**src/rtl/rip_mmu_mem_arbiter.sv**
```systemverilog
// Round-robin arbiter sharing one memory command port between MMU channel 1 (rd/wr) and channel 2 (rd).
// Optional watchdog enabled by defining RIP_MMU_ARB_TIMEOUT_EN.
module rip_mmu_mem_arbiter #(
   parameter int ADDR_WIDTH     = 32,
   parameter int LINE_WIDTH     = 32,
   parameter int TIMEOUT_CYCLES = 1024
) (
   input  logic                      clk,
   input  logic                      rst,
   input  logic                      req_1,
   input  logic                      we_1,
   input  logic [ADDR_WIDTH-1:0]     addr_1,
   input  logic [LINE_WIDTH-1:0]     wdata_1,
   input  logic [LINE_WIDTH/8-1:0]   wstrb_1,
   output logic                      done_1,
   output logic [LINE_WIDTH-1:0]     rdata_1,
   input  logic                      req_2,
   input  logic [ADDR_WIDTH-1:0]     addr_2,
   output logic                      done_2,
   output logic [LINE_WIDTH-1:0]     rdata_2,
   output logic                      mem_valid,
   input  logic                      mem_ready,
   output logic                      mem_we,
   output logic [ADDR_WIDTH-1:0]     mem_addr,
   output logic [LINE_WIDTH-1:0]     mem_wdata,
   output logic [LINE_WIDTH/8-1:0]   mem_wstrb,
   input  logic                      mem_done,
   input  logic [LINE_WIDTH-1:0]     mem_rdata,
   output logic                      busy,
   output logic                      owner,
   output logic                      err
);

   localparam int STRB_W = LINE_WIDTH / 8;
   localparam int OFFS   = (STRB_W > 1) ? $clog2(STRB_W) : 0;

   typedef enum logic [1:0] {IDLE, CMD, WAIT, RESP} state_t;

   state_t state, state_nxt;
   logic   last_grant;
   logic   mask_en;
   logic   req_1_m, req_2_m, hazard, start, grant;
   logic   line_match;
   logic   cap, tmo_hit, tmo_fire;

   assign line_match = (addr_1[ADDR_WIDTH-1:OFFS] == addr_2[ADDR_WIDTH-1:OFFS]);

   // The port serviced last is hidden for one IDLE cycle so a registered req drop is not re-issued.
   always_comb begin
      req_1_m = req_1 && !(mask_en && !owner);
      req_2_m = req_2 && !(mask_en && owner);
      hazard  = req_1_m && we_1 && req_2_m && line_match;
      start   = req_1_m || req_2_m;
      grant   = 1'b0;
      if (hazard)
         grant = 1'b0;
      else if (req_1_m && !req_2_m)
         grant = 1'b0;
      else if (!req_1_m && req_2_m)
         grant = 1'b1;
      else
         grant = !last_grant;
   end

   assign cap      = ((state == CMD) && mem_ready && mem_done) || ((state == WAIT) && mem_done);
   assign tmo_fire = tmo_hit && !cap;

`ifdef RIP_MMU_ARB_TIMEOUT_EN
   localparam int CNT_W = $clog2(TIMEOUT_CYCLES + 1);
   logic [CNT_W-1:0] tmo_cnt;
   logic             err_q;

   assign tmo_hit = ((state == CMD) || (state == WAIT)) &&
                    (tmo_cnt == CNT_W'(TIMEOUT_CYCLES - 1));
   assign err     = err_q;

   always_ff @(posedge clk or posedge rst) begin
      if (rst) begin
         tmo_cnt <= '0;
         err_q   <= 1'b0;
      end else begin
         if (state == IDLE)
            tmo_cnt <= '0;
         else if ((state == CMD) || (state == WAIT))
            tmo_cnt <= tmo_cnt + 1'b1;
         if (tmo_fire)
            err_q <= 1'b1;
      end
   end
`else
   // Watchdog absent: never fires, waits are unbounded.
   assign tmo_hit = 1'b0 & (TIMEOUT_CYCLES > 0);
   assign err     = 1'b0;
`endif

   always_comb begin
      state_nxt = state;
      case (state)
         IDLE: if (start) state_nxt = CMD;
         CMD: begin
            if (mem_ready && mem_done) state_nxt = RESP;
            else if (tmo_hit)          state_nxt = RESP;
            else if (mem_ready)        state_nxt = WAIT;
         end
         WAIT: if (mem_done || tmo_hit) state_nxt = RESP;
         RESP: state_nxt = IDLE;
         default: state_nxt = IDLE;
      endcase
   end

   always_ff @(posedge clk or posedge rst) begin
      if (rst) begin
         state      <= IDLE;
         last_grant <= 1'b1;
         mask_en    <= 1'b0;
         owner      <= 1'b0;
         mem_we     <= 1'b0;
         mem_addr   <= '0;
         mem_wdata  <= '0;
         mem_wstrb  <= '0;
         rdata_1    <= '0;
         rdata_2    <= '0;
      end else begin
         state <= state_nxt;
         if (state == IDLE) begin
            mask_en <= 1'b0;
            if (start) begin
               owner     <= grant;
               mem_we    <= grant ? 1'b0 : we_1;
               mem_addr  <= grant ? addr_2 : addr_1;
               mem_wdata <= grant ? '0 : wdata_1;
               mem_wstrb <= grant ? '0 : wstrb_1;
            end
         end
         if (state == RESP) begin
            last_grant <= owner;
            mask_en    <= 1'b1;
         end
         if (cap && !mem_we) begin
            if (owner) rdata_2 <= mem_rdata;
            else       rdata_1 <= mem_rdata;
         end else if (tmo_fire) begin
            if (owner) rdata_2 <= '0;
            else       rdata_1 <= '0;
         end
      end
   end

   assign mem_valid = (state == CMD);
   assign busy      = (state != IDLE);
   assign done_1    = (state == RESP) && !owner;
   assign done_2    = (state == RESP) && owner;

endmodule

```
**config.mk**
```make
export PLATFORM = sky130hd
export DESIGN_NAME = rip_mmu_mem_arbiter
export DESIGN_NICKNAME = d
export VERILOG_FILES = /design/src/rtl/rip_mmu_mem_arbiter.sv
export SDC_FILE = /design/constraint.sdc
export NUM_CORES = 1
export LEC_CHECK = 0
export BUFFER_PORTS_ARGS = -buffer_cell sky130_fd_sc_hd__buf_2
export CAP_MARGIN = 25
export CORE_MARGIN = 3
export CORE_UTILIZATION = 47
export CTS_CLUSTER_SIZE = 14
export DETAILED_ROUTE_END_ITERATION = 16
export PLACE_DENSITY = 0.89
export SYNTH_ARGS = -nofsm -noshare
export SYNTH_HDL_FRONTEND = slang
export SYNTH_SLANG_ARGS = --single-unit
export TNS_END_PERCENT = 5
```
**constraint.sdc**
```tcl
create_clock -name clk -period 5.95 [get_ports clk]
set_input_delay 1.785 -clock clk [delete_from_list [all_inputs] [get_ports clk]]
set_output_delay 1.785 -clock clk [all_outputs]
set_load 0.1 [all_outputs]
```
==> summary.md <==
| Metric | Value |
|---|---|
| Status | `completed` |
| Detail Route Antenna Nets | `0` |
| # diodes | `0` |
| Place WS | `1569 ps` |
| Worst-Margin Slew | `1082 ps` |
| Post-CTS Hold Buffers | `0` |
| Setup crit start kind | `input port` |
| Arrival @ worst endpoint | `4310 ps` |
| H-tree Lvls | `4` |
| Fin crit share | `66.62%` |
| Grt ovf | `0` |
| Final RePlAce weighted congestion | `0.8422` |
| Seq. cell area | `0.003455 mm²` |
| Core outline area | `0.01221 mm²` |
| Syn-to-layout area delta | `34.86%` |
| Buffer and inverter count on the worst path | `1` |
| Routed WL | `16.74 mm` |
| Peak Freq | `0.2523 GHz` |
| Busiest grt layer | `met2` |
| Hold Slack | `479.6 ps` |
| Max Cap Viol | `0` |
| Total GRT Usage | `23.90%` |
| Crit. End Element | `flop` |
| DR vias | `5068` |
| CTS tree | `yes` |
| Highest-count cells in the layout ignoring fill and taps | `276 x buf_2, 137 x dfrtp_1, 60 x mux2_2, 37 x nor2_1, 37 x a22o_1` |
| Multi-input logic area | `0.002342 mm²` |
| Worst setup path startpoint | `addr_2[21]` |
| WHS Path Cells | `1` |
| Vias/cell | `5.432` |
| Clk slew on worst S/H paths | `60 ps` |
| Final net count | `896` |
| Initial Util | `48.93%` |
| Starting DRT DRC Count | `438` |
| R2r setup slk | `3140 ps` |
| Worst-skew pair later-pin latency | `420 ps` |
| Max-slew violations | `0` |
| Vias in the first global route | `5202` |
| Crit-path slowest cell | `a21oi_4` |
| Final hold violations | `0` |
| Drt first pass iters | `5` |
| Synth warn | `0` |
| CP Depth | `7` |
| Worst-case headroom to the max-slew limit | `27.88%` |
| CP max stage delay | `920 ps` |
| Max Clock Skew | `9.845 ps` |
| Die ar. | `0.01410 mm²` |
| Initial antenna violation count | `0` |
| Port Buffers | `276` |
| Async set or reset register ratio after synthesis | `100.0%` |
| HPWL after DPL | `11.93 mm` |
| Most common cell after layout, fill and taps aside | `buf_2` |
| Setup TNS Final | `0 ps` |
| GRT met3 Usage | `7.560%` |
| Final core utilization | `65.99%` |
| GR Layer Usage met1 | `28.63%` |
| CP Cell Sequence | `buf_2 -> xnor2_1 -> nand2_1 -> nor4_4 -> nand4_4 -> a21oi_4 -> a22o_1` |
| DRC errors left | `0` |
| Sequential area share after synthesis | `57.81%` |
| TritonCTS Buffers | `17` |
| Site row count | `40` |
| Yosys top cell area share | `57.37%` |
| First-pass GRT wire length | `26.54 mm` |
| Share of cells above drive strength 1 | `49.67%` |
| Met2 global-route usage | `39.75%` |
| Critical Path RT | `6300 ps` |
| Die H | `118.8 µm` |
| Post-Syn Instances | `488` |
| Clk buf depth | `2` |
| Largest net degree at the start of global routing | `99` |
| Post-synth top flop | `dfrtp_1` |
| Worst setup margin | `1986 ps` |
| CP endpoint | `mem_wdata[13]` |
| IO Count | `278` |
| Reg-to-reg critical path startpoint | `mask_en` |
| Post-synth net total | `631` |
| Leading area contributor after synthesis | `dfrtp_1` |
| Crit path kind | `input port to flop` |
| Reg-to-Reg End | `mem_wdata[13]` |
| Worst hold path type | `flop to flop` |
| Post-CTS setup buffers | `0` |
| Minimum clock period | `3964 ps` |
| Post-synthesis register bit count | `138` |
| Crit Path Max Fanout | `37` |
| Synthesized area | `0.005976 mm²` |
| Die X | `118.8 µm` |
| RSZ-0062 raised after global routing | `false` |
| CTS root buf | `clkbuf_16` |
| Cell variety after synth | `38` |
| Delay-heaviest family, CP | `compound AO/OA/AOI/OAI gates` |
| EDFF count, synth | `0` |
| Setup-failing EPs final | `0` |
| WL per Instance | `17.95 µm` |
| CTS Sinks | `138` |
| Synth area leaders | `dfrtp_1 57%, mux2_2 11%, a22o_1 5.4%, xnor2_1 3.8%, a31oi_1 3.4%` |
| Mapped Avg Cell Area | `12.25 µm²` |
| CTS resizes | `0` |
| Number of cells on the worst reg-to-reg path | `5` |
| Filler cells | `953` |
metal layers:
layer,wire [µm],vias to the layer above
li1,-,2297
met1,6445,2470
met2,8441,268
met3,1506,33
met4,351,0
met5,0,-
state kept, by name, indices dropped and copies added, names as in the netlist:
signal	flops
mask_en	1
rdata_2	32
last_grant	1
mem_wdata	32
owner	1
rdata_1	32
state	2
mem_wstrb	4
mem_we	1
mem_addr	32
per-stage QoR:
stage               instance area, µm²  instances
finish                            8059        933
global route                      8059        933
CTS                               8059        933
detailed placement                7457        902
global placement                  7457        902
floorplan                         5976        488
synth_stat cells (5+ instances only):
library cell  number
clkbuf_1          20
nand4_1            6
dfrtp_1          137
mux2_2            60
buf_2             10
nand2_1            5
a22o_1            37
o21ai_0           33
a31oi_1           32
mux2_1             7
nor2_1            37
xnor2_1           26
a21oi_1           35
inv_1              5
worst register-to-register path: stages, from the launching register on:
cell      delay, ps
dfrtp_1         420
nand4b_1        260
nor4_4          350
nand4_4         510
a21oi_4         930
a22o_1          270
worst min-delay path by stage:
stage                            from          end
after floorplan              state[0]     state[0]
after global placement    rdata_1[27]  rdata_1[27]
after detailed placement  rdata_1[13]  rdata_1[13]
after CTS                 rdata_1[13]  rdata_1[13]
after global routing      rdata_1[21]  rdata_1[21]
final                     rdata_1[13]  rdata_1[13]
final cells by class:
cell class / count / area share, %
Inverter: 5 / 0.2950
Clock buffer: 21 / 5.713
Timing Repair Buffer: 282 / 17.70
Clock inverter: 10 / 1.754
Sequential cell: 138 / 42.87
Tap cell: 168 / 2.608
Multi-Input combinational cell: 309 / 29.06
logic make-up (layout without fill, tap and decap cells):
logic type               after synthesis  count (layout)  share of synthesized area [%]
other                                  1               1                        0.06275
AND/OR/NAND/NOR                       65              65                          5.716
multiplexers                          68              68                          12.79
AO/OA/AOI/OAI                        141             141                          15.14
buffers and inverters                 41             318                          3.245
flip-flops                           138             138                          57.81
adder cells (fa/ha/maj)                4               4                         0.8376
XOR/XNOR                              30              30                          4.397
Power is left out: the tool's default activity adds up to more than one toggle a clock period on the data nets, which glitch-free logic cannot reach.
